File: config.mk
export PLATFORM = sky130hd
export DESIGN_NAME = issue_queue
export DESIGN_NICKNAME = d
export VERILOG_FILES = /design/src/rtl/issue_queue.sv
export SDC_FILE = /design/constraint.sdc
export NUM_CORES = 1
export LEC_CHECK = 0
export ABC_CLOCK_PERIOD_IN_PS = 9600
export CAP_MARGIN = 20
export CORE_MARGIN = 1.5
export CORE_UTILIZATION = 40
export DETAILED_ROUTE_END_ITERATION = 8
export GPL_TIMING_DRIVEN = 0
export PLACE_DENSITY = 0.61
export SYNTH_ARGS = -nofsm -noshare
export SYNTH_HDL_FRONTEND = slang
export SYNTH_SLANG_ARGS = --single-unit
File: constraint.sdc
create_clock -name clk_in -period 9.6 [get_ports clk_in]
set_input_delay 1.44 -clock clk_in [delete_from_list [all_inputs] [get_ports clk_in]]
set_output_delay 1.44 -clock clk_in [all_outputs]
set_load 0.05 [all_outputs]
File: src/rtl/issue_queue.sv
// issue_queue: in-order instruction FIFO that decodes its head, resolves source operands
// and dispatches one instruction per cycle to the RS or LSB plus the ROB.
module issue_queue #(
    parameter int DEPTH = 16,
    parameter int ROB_W = 4,
    parameter int XLEN  = 32
) (
    input  logic                    clk_in,
    input  logic                    rst_n_in,
    input  logic                    rdy_in,
    input  logic                    in_flush,
    input  logic                    in_fetch_valid,
    input  logic [31:0]             in_fetch_inst,
    input  logic [XLEN-1:0]         in_fetch_pc,
    output logic                    out_fetch_ready,
    output logic [$clog2(DEPTH):0]  out_count,
    input  logic                    in_rs_full,
    input  logic                    in_lsb_full,
    input  logic                    in_rob_full,
    output logic [4:0]              out_rs1_idx,
    output logic [4:0]              out_rs2_idx,
    input  logic                    in_reg_rs1_busy,
    input  logic [XLEN-1:0]         in_reg_rs1_data,
    input  logic [ROB_W-1:0]        in_reg_rs1_tag,
    input  logic                    in_reg_rs2_busy,
    input  logic [XLEN-1:0]         in_reg_rs2_data,
    input  logic [ROB_W-1:0]        in_reg_rs2_tag,
    output logic [ROB_W-1:0]        out_rob_rs1_tag,
    output logic [ROB_W-1:0]        out_rob_rs2_tag,
    input  logic                    in_rob_rs1_ready,
    input  logic [XLEN-1:0]         in_rob_rs1_value,
    input  logic                    in_rob_rs2_ready,
    input  logic [XLEN-1:0]         in_rob_rs2_value,
    output logic                    out_rs_valid,
    output logic                    out_lsb_valid,
    output logic                    out_rob_valid,
    output logic                    out_reg_write,
    output logic                    out_illegal,
    output logic [XLEN-1:0]         out_pc,
    output logic [XLEN-1:0]         out_imm,
    output logic [XLEN-1:0]         out_Vj,
    output logic [XLEN-1:0]         out_Vk,
    output logic [ROB_W-1:0]        out_Qj,
    output logic [ROB_W-1:0]        out_Qk,
    output logic [ROB_W-1:0]        out_tag,
    output logic [6:0]              out_op,
    output logic [9:0]              out_funct,
    output logic [4:0]              out_rd
);
    localparam int AW = $clog2(DEPTH);
    localparam logic [AW:0] CAP = (AW+1)'(DEPTH);
    localparam logic [6:0] OP_LUI    = 7'b0110111;
    localparam logic [6:0] OP_AUIPC  = 7'b0010111;
    localparam logic [6:0] OP_JAL    = 7'b1101111;
    localparam logic [6:0] OP_JALR   = 7'b1100111;
    localparam logic [6:0] OP_BRANCH = 7'b1100011;
    localparam logic [6:0] OP_LOAD   = 7'b0000011;
    localparam logic [6:0] OP_STORE  = 7'b0100011;
    localparam logic [6:0] OP_OPIMM  = 7'b0010011;
    localparam logic [6:0] OP_OP     = 7'b0110011;

    typedef struct packed {
        logic [XLEN-1:0]  pc, imm, vj, vk;
        logic [ROB_W-1:0] qj, qk, tag;
        logic [6:0]       op;
        logic [9:0]       funct;
        logic [4:0]       rd;
        logic             reg_write, illegal;
    } disp_t;

    logic [31:0]      inst_q [DEPTH];
    logic [XLEN-1:0]  pc_q [DEPTH];
    logic [AW-1:0]    head_q, head_d, tail_q, tail_d;
    logic [AW:0]      count_q, count_d;
    logic [ROB_W-1:0] tag_q, tag_d;
    logic             rs_v_q, rs_v_d, lsb_v_q, lsb_v_d, rob_v_q, rob_v_d;
    disp_t            disp_q, disp_d;

    logic [31:0]      inst, imm32;
    logic [6:0]       opcode;
    logic             is_lui, is_auipc, is_jal, is_jalr, is_branch, is_load, is_store, is_opimm, is_op;
    logic             illegal, is_mem, use_j, use_k, shift, byp, reg_write, push, fire;
    logic [ROB_W-1:0] qj, qk;
    logic [XLEN-1:0]  vj, vk;

    assign inst      = inst_q[head_q];
    assign opcode    = inst[6:0];
    assign is_lui    = opcode == OP_LUI;
    assign is_auipc  = opcode == OP_AUIPC;
    assign is_jal    = opcode == OP_JAL;
    assign is_jalr   = opcode == OP_JALR;
    assign is_branch = opcode == OP_BRANCH;
    assign is_load   = opcode == OP_LOAD;
    assign is_store  = opcode == OP_STORE;
    assign is_opimm  = opcode == OP_OPIMM;
    assign is_op     = opcode == OP_OP;
    assign illegal   = !(is_lui | is_auipc | is_jal | is_jalr | is_branch | is_load | is_store | is_opimm | is_op);
    assign is_mem    = is_load | is_store;
    assign use_j     = !(is_lui | is_auipc | is_jal);
    assign use_k     = is_op | is_store | is_branch;
    // SLLI/SRLI/SRAI carry funct7 in the upper bits, so only the shamt is an immediate
    assign shift     = is_opimm && inst[13:12] == 2'b01;

    assign imm32 = (is_lui | is_auipc)            ? {inst[31:12], 12'b0}
                 : is_jal                         ? {{12{inst[31]}}, inst[19:12], inst[20], inst[30:21], 1'b0}
                 : is_branch                      ? {{20{inst[31]}}, inst[7], inst[30:25], inst[11:8], 1'b0}
                 : is_store                       ? {{20{inst[31]}}, inst[31:25], inst[11:7]}
                 : shift                          ? {27'b0, inst[24:20]}
                 : (is_jalr | is_load | is_opimm) ? {{20{inst[31]}}, inst[31:20]}
                 : 32'b0;

    assign out_rs1_idx     = inst[19:15];
    assign out_rs2_idx     = inst[24:20];
    assign out_rob_rs1_tag = in_reg_rs1_tag;
    assign out_rob_rs2_tag = in_reg_rs2_tag;

    // The previous dispatch has not reached the register file yet: forward its tag.
    assign byp = rob_v_q && disp_q.reg_write;

    assign {qj, vj} = (!use_j || out_rs1_idx == 5'd0)     ? {(ROB_W+XLEN){1'b0}}
                    : (byp && disp_q.rd == out_rs1_idx)   ? {disp_q.tag, {XLEN{1'b0}}}
                    : !in_reg_rs1_busy                    ? {{ROB_W{1'b0}}, in_reg_rs1_data}
                    : in_rob_rs1_ready                    ? {{ROB_W{1'b0}}, in_rob_rs1_value}
                    : {in_reg_rs1_tag, {XLEN{1'b0}}};
    assign {qk, vk} = (!use_k || out_rs2_idx == 5'd0)     ? {(ROB_W+XLEN){1'b0}}
                    : (byp && disp_q.rd == out_rs2_idx)   ? {disp_q.tag, {XLEN{1'b0}}}
                    : !in_reg_rs2_busy                    ? {{ROB_W{1'b0}}, in_reg_rs2_data}
                    : in_rob_rs2_ready                    ? {{ROB_W{1'b0}}, in_rob_rs2_value}
                    : {in_reg_rs2_tag, {XLEN{1'b0}}};

    assign reg_write       = !(is_store | is_branch | illegal) && inst[11:7] != 5'd0;
    assign out_fetch_ready = count_q < CAP && !in_flush;
    assign push            = in_fetch_valid && out_fetch_ready && rdy_in;
    assign fire            = rdy_in && !in_flush && count_q != '0 && !in_rob_full
                             && !(is_mem ? in_lsb_full : (!illegal && in_rs_full));

    always_comb begin
        head_d  = head_q;
        tail_d  = tail_q;
        count_d = count_q;
        tag_d   = tag_q;
        rs_v_d  = rs_v_q;
        lsb_v_d = lsb_v_q;
        rob_v_d = rob_v_q;
        disp_d  = disp_q;
        if (rdy_in && in_flush) begin
            head_d  = '0;
            tail_d  = '0;
            count_d = '0;
            tag_d   = ROB_W'(1);
            rs_v_d  = 1'b0;
            lsb_v_d = 1'b0;
            rob_v_d = 1'b0;
        end else if (rdy_in) begin
            head_d  = fire ? head_q + AW'(1) : head_q;
            tail_d  = push ? tail_q + AW'(1) : tail_q;
            count_d = count_q + (AW+1)'(push) - (AW+1)'(fire);
            tag_d   = !fire ? tag_q : (&tag_q ? ROB_W'(1) : tag_q + ROB_W'(1));
            rs_v_d  = fire && !is_mem && !illegal;
            lsb_v_d = fire && is_mem;
            rob_v_d = fire;
            disp_d  = fire ? {pc_q[head_q], XLEN'($signed(imm32)), vj, vk, qj, qk, tag_q, opcode,
                              inst[31:25], inst[14:12], inst[11:7], reg_write, illegal} : disp_q;
        end
    end

    always_ff @(posedge clk_in or negedge rst_n_in) begin
        if (!rst_n_in) begin
            head_q  <= '0;
            tail_q  <= '0;
            count_q <= '0;
            tag_q   <= ROB_W'(1);
            rs_v_q  <= 1'b0;
            lsb_v_q <= 1'b0;
            rob_v_q <= 1'b0;
            disp_q  <= '0;
        end else begin
            head_q  <= head_d;
            tail_q  <= tail_d;
            count_q <= count_d;
            tag_q   <= tag_d;
            rs_v_q  <= rs_v_d;
            lsb_v_q <= lsb_v_d;
            rob_v_q <= rob_v_d;
            disp_q  <= disp_d;
        end
    end

    always_ff @(posedge clk_in) begin
        if (push) begin
            inst_q[tail_q] <= in_fetch_inst;
            pc_q[tail_q]   <= in_fetch_pc;
        end
    end

    assign out_count     = count_q;
    assign out_rs_valid  = rs_v_q;
    assign out_lsb_valid = lsb_v_q;
    assign out_rob_valid = rob_v_q;
    assign out_pc        = disp_q.pc;
    assign out_imm       = disp_q.imm;
    assign out_Vj        = disp_q.vj;
    assign out_Vk        = disp_q.vk;
    assign out_Qj        = disp_q.qj;
    assign out_Qk        = disp_q.qk;
    assign out_tag       = disp_q.tag;
    assign out_op        = disp_q.op;
    assign out_funct     = disp_q.funct;
    assign out_rd        = disp_q.rd;
    assign out_reg_write = disp_q.reg_write;
    assign out_illegal   = disp_q.illegal;
endmodule
==> results of run 1 <==
## metrics by stage
| step | power [mW] | instances | utilization (%) |
|---|---|---|---|
| 2_1_floorplan | 8.81 | 2596 | - |
| 3_3_place_gp | 10.2 | 4534 | 45.4 |
| 3_5_place_dp | 10.3 | 4649 | 46.6 |
| 4_1_cts | 15.3 | 4887 | 50.2 |
| 5_1_grt | 15.7 | 4891 | 50.2 |
| 6_report | 15.2 | 4893 | 50.2 |
## cell families (layout without fill, tap and decap cells)
logic type,count (synthesis),after routing,synth area share [%]
mux,340,340,13.5
simple gates,476,476,4.66
flops,1208,1208,74.0
compound gates,356,356,4.91
buf+inv,190,945,2.28
other cells,0,6,0
fa+ha+maj,13,13,0.356
xor+xnor,13,13,0.238
## layout by cell type, fill, tap and decap left out, types with 10 or more instances in the layout
cell,Yosys,layout
edfxtp_1,1024,1024
clkdlybuf4s50_1,0,401
nand2_1,260,260
mux4_2,207,207
dfrtp_1,183,183
clkbuf_16,0,132
o21ai_0,112,112
mux2i_1,103,103
buf_4,37,97
clkbuf_1,60,96
a21oi_1,82,82
nor2b_1,71,71
a221oi_1,45,45
nor2_1,47,43
buf_2,42,43
buf_6,10,38
mux4_1,28,28
inv_1,23,23
a22oi_1,19,19
a21o_1,18,18
buf_12,5,17
and2_1,21,17
nor3_1,21,17
clkbuf_8,0,16
a222oi_1,15,15
nand3_1,14,14
clkinv_2,0,14
o21ai_1,13,13
clkinv_1,2,12
a22o_1,12,12
ha_1,12,12
buf_8,2,10
## area by class of cell
class	count	area, µm²	area share, %
Tap cell	1536	1920	3.23
Antenna cell	6	15.0	0.0253
Inverter	27	101	0.171
Multi-Input combinational cell	1198	11400	19.2
Clock buffer	184	3660	6.16
Sequential cell	1208	35400	59.5
Clock inverter	54	646	1.09
Timing Repair Buffer	517	5340	8.98
Buffer	163	986	1.66
## how the worst min path moves through the flow
stage / startpoint / to / slack (ns) / depth (start not counted)
after global routing: out_Vk[10] / out_Vk[10] / 0.50 / 2
after floorplan: tag_q[3] / out_tag[3] / 0.49 / 2
after CTS: out_Vj[13] / out_Vj[13] / 0.49 / 2
after global placement: out_Vj[23] / out_Vj[23] / 0.47 / 2
after detailed placement: out_pc[31] / out_pc[31] / 0.47 / 2
final: out_Vj[31] / out_Vj[31] / 0.48 / 2
## critical path, stage by stage, from the launching register on
cell,delay (ns)
dfrtp_1,0.34
clkbuf_1,0.56
buf_1,0.55
inv_2,0.32
mux2i_1,0.96
buf_4,0.24
clkdlybuf4s50_1,0.80
## flip-flops by register name, indices dropped and copies added, names as in the netlist, 4 cells and up
name       cells
pc_q         512
out_Qk         4
out_Vk        32
out_count      5
head_q         4
tag_q          4
out_rd         5
out_imm       32
tail_q         4
out_Qj         4
out_Vj        32
out_tag        4
inst_q       512
out_pc        32
out_funct     10
out_op         7
## power by group through the flow
stage	registers (mW)	clock network, mW	logic, mW
floorplan	7.05	0	1.77
global placement	6.31	0	3.91
detailed placement	6.31	0	3.98
CTS	6.20	5.09	3.99
global route	6.23	5.30	4.15
finish	6.20	5.01	3.96
## per-layer routing
layer,vias to the layer above,track usage (%),wire (µm)
met5,-,0,172
met1,14519,30.8,57000
li1,11641,-,-
met2,1324,40.8,73400
met4,24,9.22,5220
met3,270,5.06,11800
==> impl_metrics.csv, run 1 <==
group,metric,value,unit
run_status,status,"finished clean",
finish,fillers,9596,
synth,synth.most_common_cell,"edfxtp_1",
timing,fmax,167,MHz
pwr,p_seq_share,40.9,%
clock_network,cts_sinks,1208,
die,core,118000,µm²
setup_path,timing.rr.start,"head_q[2]",
setup_path,cp-start-kind,"flip-flop",
setup_path,r2r_slack,3.70,ns
global_routing,grt_pass1_vias,28501,
timing,fin_setup_tns,0,ns
timing,worstMarginPinSlew,1.17,ns
synth,syn-num-nets,2821,
timing,period_share,62.3,%
synth,syn_inst,2596,
timing,setup_viol_count_final,0,
synth,synth_top_area_cell,"edfxtp_1",
die,io_pins,403,
route,num_vias,27778,
setup_path,cp-end-kind,"output port",
timing,hold_slack,0.481,ns
job,maxCapViolCount,0,
placed_design,io_buffers,402,
pwr,pwr-share-clk,33.0,%
route,wl_per_cell,30.2,µm
pwr,p_sw_share,31.2,%
timing,skew,0.0453,ns
clock_network,cts_tree,"yes",
timing,setup_slack,3.62,ns
die,dieArea,121000,µm²
route,first_iter_violations,2997,
synth,synth_edf_count,1024,
global_routing,grt_antenna_before_repair,20,
synth,syn_avg_cell_area,18.4,µm²
global_routing,grt_max_degree,113,
pwr,peakVddDrop,0.204,mV
pwr,power_leakage,20.2,nW
clock_network,insertion_delay,0.75,ns
setup_path,arrival,4.54,ns
finish,area.growth.synth_to_final,24.4,%
synth,syn_area,47700,µm²
placed_design,place_area,55100,µm²
route,dr.pass1.iters,5,
die,die_w,348,µm
synth,netlist_top_cells_area,"edfxtp_1, mux4_2, dfrtp_1",
synth,synth_commonest_cells,"edfxtp_1, nand2_1, mux4_2",
timing,slew-limit-headroom,19.5,%
pwr,p_switching,4.74,mW
clock_network,cts_resized,0,
global_routing,grt_overflow_total,0,
clock_network,clk_pin_slew_worst_paths,0.06,ns
die,start_util,40.4,%
finish,nets,3471,
placed_design,routabilityCongestion,0.879,
route,ant_nets,0,
setup_path,ff2ff_path_depth,23,
setup_path,crit_end,"out_rs2_idx[0]",
timing,rsz0062_at_grt,"false",
pwr,p_comb_share,26.1,%
pwr,p_int,10.4,mW
timing,finalMaxSlewViolations,0,
route,vias_per_cell,5.68,
synth,ys_types,76,
global_routing,grt_usage,24.2,%
finish,layout-drive-gt1-share,19.8,%
clock_network,clk_path_buf_depth,3,
die,fp.dieH,348,µm
synth,synth-seq-cells,1208,
global_routing,grt_pass1_wl,208,mm
clock_network,cts_max_level,4,
synth,ys.warnings.count,0,
pwr,powerDensity,255,nW/µm²
synth,async_flop_share,15.2,%
clock_network,cts_hold_buf,0,
clock_network,post-cts-setup-buffer-count,0,
setup_path,crit_type,"flip-flop to output port",
setup_path,required,8.16,ns
worst_hold_path,worstHoldPathType,"flip-flop to flip-flop",
clock_network,cts-buffers-inserted,131,
die,rows,126,
setup_path,setup.worst_path.start,"head_q[2]",
placed_design,place_ws,3.27,ns
synth,synth_top_area_share,64.4,%
placed_design,hpwl,103,mm
synth,ys_seq_area_share,74.0,%
route,drc,0,
synth,ys.flop_type,"edfxtp_1",
setup_path,worstReg2RegEnd,"out_count[4]",
route,routed_wl,148,mm
timing,hold_viol_final,0,
finish,stdcell_area,59400,µm²
clock_network,root_buffer,"clkbuf_16",
setup_path,crit_fanout,10,
timing,period_needed,5.98,ns
(Power assumes the default switching activity.)
==> run 2: changes to the inputs <==
Settings changed: ABC_CLOCK_PERIOD_IN_PS 9600 to 6200.
Clock period 9.6 ns to 6.2 ns, I/O delays scaled along.
==> impl_metrics.csv, run 2 (synthesis gave the netlist of run 1 again) <==
group,metric,value,unit
finish,fillers,9644,
finish,nets,3454,
setup_path,arrival,6.42,ns
pwr,pwr-share-clk,32.8,%
setup_path,crit_type,"flip-flop to flip-flop",
global_routing,grt_pass1_vias,28226,
pwr,p_sw_share,30.9,%
timing,rsz0062_at_grt,"false",
timing,period_share,93.2,%
pwr,p_seq_share,41.0,%
setup_path,crit_fanout,10,
setup_path,cp-end-kind,"flip-flop",
timing,period_needed,5.78,ns
pwr,p_int,16.1,mW
finish,stdcell_area,59500,µm²
setup_path,path_buf_inv,6,
die,start_util,40.4,%
timing,worstMarginPinSlew,1.12,ns
timing,setup_viol_count_final,0,
placed_design,io_buffers,402,
clock_network,cts_hold_buf,0,
run_status,status,"finished clean",
global_routing,grt_overflow_total,0,
route,ant_nets,0,
die,io_pins,403,
setup_path,ff2ff_path_depth,23,
die,rows,126,
pwr,power_leakage,20.2,nW
clock_network,post-cts-setup-buffer-count,0,
finish,layout_common_cells,"edfxtp_1, clkdlybuf4s50_1, nand2_1",
finish,fin_cells,4875,
clock_network,cts_sinks,1208,
clock_network,cts_max_level,4,
clock_network,clk_pin_slew_worst_paths,0.06,ns
pwr,powerDensity,393,nW/µm²
route,dr.pass1.iters,5,
global_routing,grt_pass1_wl,205,mm
timing,finalMaxSlewViolations,0,
route,wl_per_cell,30.1,µm
clock_network,cts-buffers-inserted,130,
finish,final_common_cell,"edfxtp_1",
setup_path,path_cells,"clkbuf_1 -> nor2b_1 -> a221oi_1 -> o21ai_0 -> nand2_2 -> o211a_1 -> a221o_2 -> inv_2 -> buf_6 -> buf_2 -> ha_1 -> inv_1 -> ha_1 -> inv_1 -> fa_1 -> nor2b_1 -> nor2_1 -> nor2_1 -> nor2_1 -> xnor2_1 -> nor3b_1 -> a21oi_1 -> o22ai_1",
finish,utilization,50.3,%
pwr,p_comb_share,26.1,%
clock_network,root_buffer,"clkbuf_16",
clock_network,cts_tree,"yes",
global_routing,grt_max_degree,109,
pwr,peakVddDrop,0.327,mV
timing,hold_viol_final,0,
setup_path,cp-start-kind,"flip-flop",
route,first_iter_violations,3192,
timing,slew-limit-headroom,25.5,%
setup_path,cp_common_cell,"nor2_1",
clock_network,insertion_delay,0.74,ns
setup_path,crit_family,"compound AO/OA/AOI/OAI gates",
global_routing,grt_antenna_before_repair,25,
die,die_w,348,µm
setup_path,required,6.84,ns
setup_path,cp.depth,23,
pwr,p_switching,7.23,mW
route,routed_wl,147,mm
die,dieArea,121000,µm²
placed_design,hpwl,102,mm
setup_path,critPathSlowestCell,"nor2b_1",
worst_hold_path,worstHoldPathType,"input pin to async pin",
die,fp.dieH,348,µm
job,maxCapViolCount,0,
finish,area.growth.synth_to_final,24.6,%
placed_design,place_area,55200,µm²
global_routing,grt_usage,24.0,%
timing,fmax,173,MHz
placed_design,dpl.cell_count,4631,
timing,skew,0.0316,ns
route,num_vias,27644,
route,vias_per_cell,5.67,
finish,layout-drive-gt1-share,19.5,%
clock_network,clk_path_buf_depth,3,
route,drc,0,
placed_design,routabilityCongestion,0.905,
finish,reg_top3,"inst_q (512), pc_q (512)",
setup_path,cp_slowest_stage_delay,0.56,ns
die,core,118000,µm²
## run 2: path summary, 6_finish.rpt
| path | start | to | slack [ns] |
|---|---|---|---|
| min in group clk_in | out_op[2] | out_op[2] | 0.47 |
| hold reg to reg | out_op[2] | out_op[2] | 0.47 |
| setup / recovery | head_q[2] | out_count[4] | 0.42 |
| setup reg to reg | head_q[2] | out_count[4] | 0.42 |
| hold / removal | rst_n_in | out_pc[30] | 0.21 |
| max in group asynchronous | rst_n_in | head_q[1] | 4.87 |
## run 2: power groups by stage
| stage | Clock [mW] | Combinational [mW] | Sequential [mW] |
|---|---|---|---|
| 3_5_place_dp | 0 | 6.15 | 9.75 |
| 2_1_floorplan | 0 | 2.74 | 10.9 |
| 6_report | 7.67 | 6.11 | 9.58 |
| 5_1_grt | 8.10 | 6.44 | 9.62 |
| 4_1_cts | 7.80 | 6.18 | 9.59 |
| 3_3_place_gp | 0 | 6.06 | 9.76 |
## run 2: what timing repair did
item / in CTS / in global routing
gates resized for setup: 0 / 3
endpoints found under the setup margin: 0 / 1
hold endpoints to repair: 0 / 0
## run 2: cell type report
class,count,area (µm²),area share (%)
flip-flops and latches,1208,35400,59.4
clock buffers,170,3570,6.00
well taps,1536,1920,3.23
clock inverters,63,658,1.11
multi-input cells,1198,11400,19.2
plain buffers,163,987,1.66
diodes,9,22.5,0.0378
repair buffers,501,5480,9.21
inverters,27,101,0.170
## run 2: routing by layer
layer / global-route usage [%] / vias to the layer above / routed length (µm)
met4: 9.01 / 26 / 4960
met1: 30.3 / 14434 / 56600
met2: 40.7 / 1349 / 73100
met3: 5.11 / 237 / 11800
met5: 0 / - / 174
li1: - / 11598 / -
## run 2: through the flow
| stage | total power [mW] | setup WS, ns | hold slack, ns | setup TNS (ns) |
|---|---|---|---|---|
| global placement | 15.8 | -13.47 | 0.463 | -6570.56 |
| CTS | 23.6 | 0.290 | 0.238 | 0 |
| floorplan | 13.6 | -2.51 | 0.489 | -641.66 |
| global route | 24.2 | 0.0567 | 0.245 | 0 |
| finish | 23.4 | 0.419 | 0.212 | 0 |
| detailed placement | 15.9 | 0.315 | 0.466 | 0 |
==> run 3: changes to the inputs <==
Settings changed: ABC_AREA from default to 1, SLEW_MARGIN from default to 25.
==> impl_metrics.csv, run 3 <==
group,metric,value,unit
run_status,status,"finished clean",
global_routing,grt_usage,27.5,%
job,maxCapViolCount,0,
setup_path,crit_type,"flip-flop to output port",
placed_design,dpl.cell_count,6276,
timing,fmax,185,MHz
timing,worstMarginPinSlew,1.23,ns
timing,finalMaxSlewViolations,0,
placed_design,place_area,57000,µm²
setup_path,crit_fanout,10,
route,first_iter_violations,4078,
clock_network,cts-buffers-inserted,132,
timing,skew,0.0320,ns
die,rows,128,
global_routing,met3_usage,5.90,%
route,drc,0,
global_routing,top_usage_layer,"met2",
global_routing,grt_pass1_vias,35090,
finish,area.growth.synth_to_final,24.5,%
pwr,power,24.9,mW
timing,setup_slack,0.781,ns
pwr,powerDensity,407,nW/µm²
synth,syn_inst,4184,
route,num_vias,36323,
timing,setup_viol_count_final,0,
timing,slew-limit-headroom,17.0,%
finish,layout-drive-gt1-share,9.00,%
global_routing,grt_max_degree,69,
synth,ys_seq_area_share,71.8,%
synth,synth.most_common_cell,"edfxtp_1",
synth,syn-num-nets,4409,
route,routed_wl,175,mm
die,fp.dieH,354,µm
clock_network,post-cts-setup-buffer-count,0,
finish,nets,5010,
placed_design,io_buffers,398,
synth,synth_xor_xnor_area_share,0.0534,%
pwr,peakVddDrop,0.291,mV
clock_network,cts_tree,"yes",
die,die_w,354,µm
timing,period_needed,5.42,ns
synth,ys_types,46,
route,vias_per_cell,5.57,
synth,synth_top_area_share,62.5,%
timing,rsz0062_at_grt,"false",
finish,final_common_cell,"edfxtp_1",
finish,multi_input_area,11900,µm²
synth,netlist_top_cells_area,"edfxtp_1, dfrtp_1, nand2_1",
synth,synth_simple_gate_area_share,13.8,%
setup_path,cp-start-kind,"flip-flop",
finish,layout_common_cells,"edfxtp_1, nand2_1, clkdlybuf4s50_1",
placed_design,place_ws,0.440,ns
timing,fin_setup_tns,0,ns
route,ant_nets,0,
global_routing,use_met1,34.1,%
placed_design,routabilityCongestion,0.929,
clock_network,clk_path_buf_depth,3,
finish,utilization,50.3,%
finish,final-seq-area,35400,µm²
synth,synth_top_area_cell,"edfxtp_1",
setup_path,cp-end-kind,"output port",
synth,synth.area.mux_share,0,%
route,wl_per_cell,26.8,µm
synth,synth_compound_area_share,9.65,%
finish,fillers,10672,
global_routing,grt_antenna_before_repair,16,
synth,syn_area,49200,µm²
placed_design,hpwl,124,mm
synth,synth_top_family_by_area,"simple AND/OR/NAND/NOR gates",
finish,reg_top3,"inst_q (512), pc_q (512)",
global_routing,grt_overflow_total,0,
global_routing,grt_pass1_wl,249,mm
synth,async_flop_share,15.2,%
finish,stdcell_area,61300,µm²
synth,ys.flop_type,"edfxtp_1",
pwr,power_leakage,22.4,nW
timing,hold_viol_final,0,
clock_network,insertion_delay,0.75,ns
die,start_util,40.4,%
worst_hold_path,worstHoldPathType,"input pin to async pin",
global_routing,met2_usage,44.9,%
synth,ys.warnings.count,0,
die,io_pins,403,
timing,period_share,87.4,%
clock_network,root_buffer,"clkbuf_16",
timing,hold_slack,0.100,ns
synth,synth-seq-cells,1208,
setup_path,arrival,4.49,ns
clock_network,clk_pin_slew_worst_paths,0.06,ns
die,dieArea,125000,µm²
finish,fin_cells,6520,
die,core,122000,µm²
clock_network,cts_sinks,1208,
synth,synth_commonest_cells,"edfxtp_1, nand2_1, o21ai_0",
route,dr.pass1.iters,6,
clock_network,cts_max_level,4,
synth,syn_avg_cell_area,11.8,µm²
synth,synth_edf_count,1024,
synth,synthAdderAreaFrac,0.346,%
clock_network,cts_hold_buf,0,
setup_path,required,5.27,ns
clock_network,cts_resized,0,
run 3: metal layers:
layer / vias to the layer above / wire length [µm]
met5: - / 118
met4: 16 / 10700
met1: 17896 / 64800
met3: 390 / 16400
met2: 1911 / 82600
li1: 16110 / -
run 3: cell type report:
type	instances	share of cell area [%]
sequential	1208	57.7
multi-input combinational	2508	19.4
timing repair buffer	467	9.20
clock buffer	169	5.85
tap	1625	3.32
buffer	292	2.37
clock inverter	69	1.10
inverter	176	1.09
antenna	6	0.0245
run 3: worst max-delay path: stages, from the launching register on:
cell and delay [ns]:
dfrtp_1 0.57, buf_6 0.22, buf_6 0.15, clkbuf_1 0.80
o21ai_0 0.21, nand3_1 0.11, nand2_1 0.10, nand2_1 0.55
buf_4 0.21, clkdlybuf4s50_1 0.79
run 3: path summary, 6_finish.rpt:
kind                            cells past startpoint              to      start  slack (ns)
worst max-delay path                                9  out_rs2_idx[0]  head_q[0]        0.78
worst min-delay path                                1      out_Vj[24]   rst_n_in        0.10
worst max register to register                     27    out_count[4]  head_q[0]        0.83
worst min register to register                      2       out_op[1]  out_op[1]        0.48
max in group asynchronous                           2      out_pc[31]   rst_n_in        5.23
min in group clk_in                                 2       out_op[1]  out_op[1]        0.48
run 3: logic make-up (layout without fill, tap and decap cells):
family,after synthesis,in the layout
other cells,0,6
simple gates,1653,1653
fa+ha+maj,13,13
buf+inv,468,1173
compound gates,839,839
flops,1208,1208
xor+xnor,3,3
run 3: power breakdown:
part           total [mW]  leakage [nW]  switching, mW  internal (mW)
Clock                7.81          2.09           3.25           4.56
Sequential           9.59          11.7          0.337           9.26
Combinational        7.53          8.70           5.49           2.04
Total                24.9          22.4           9.08           15.9
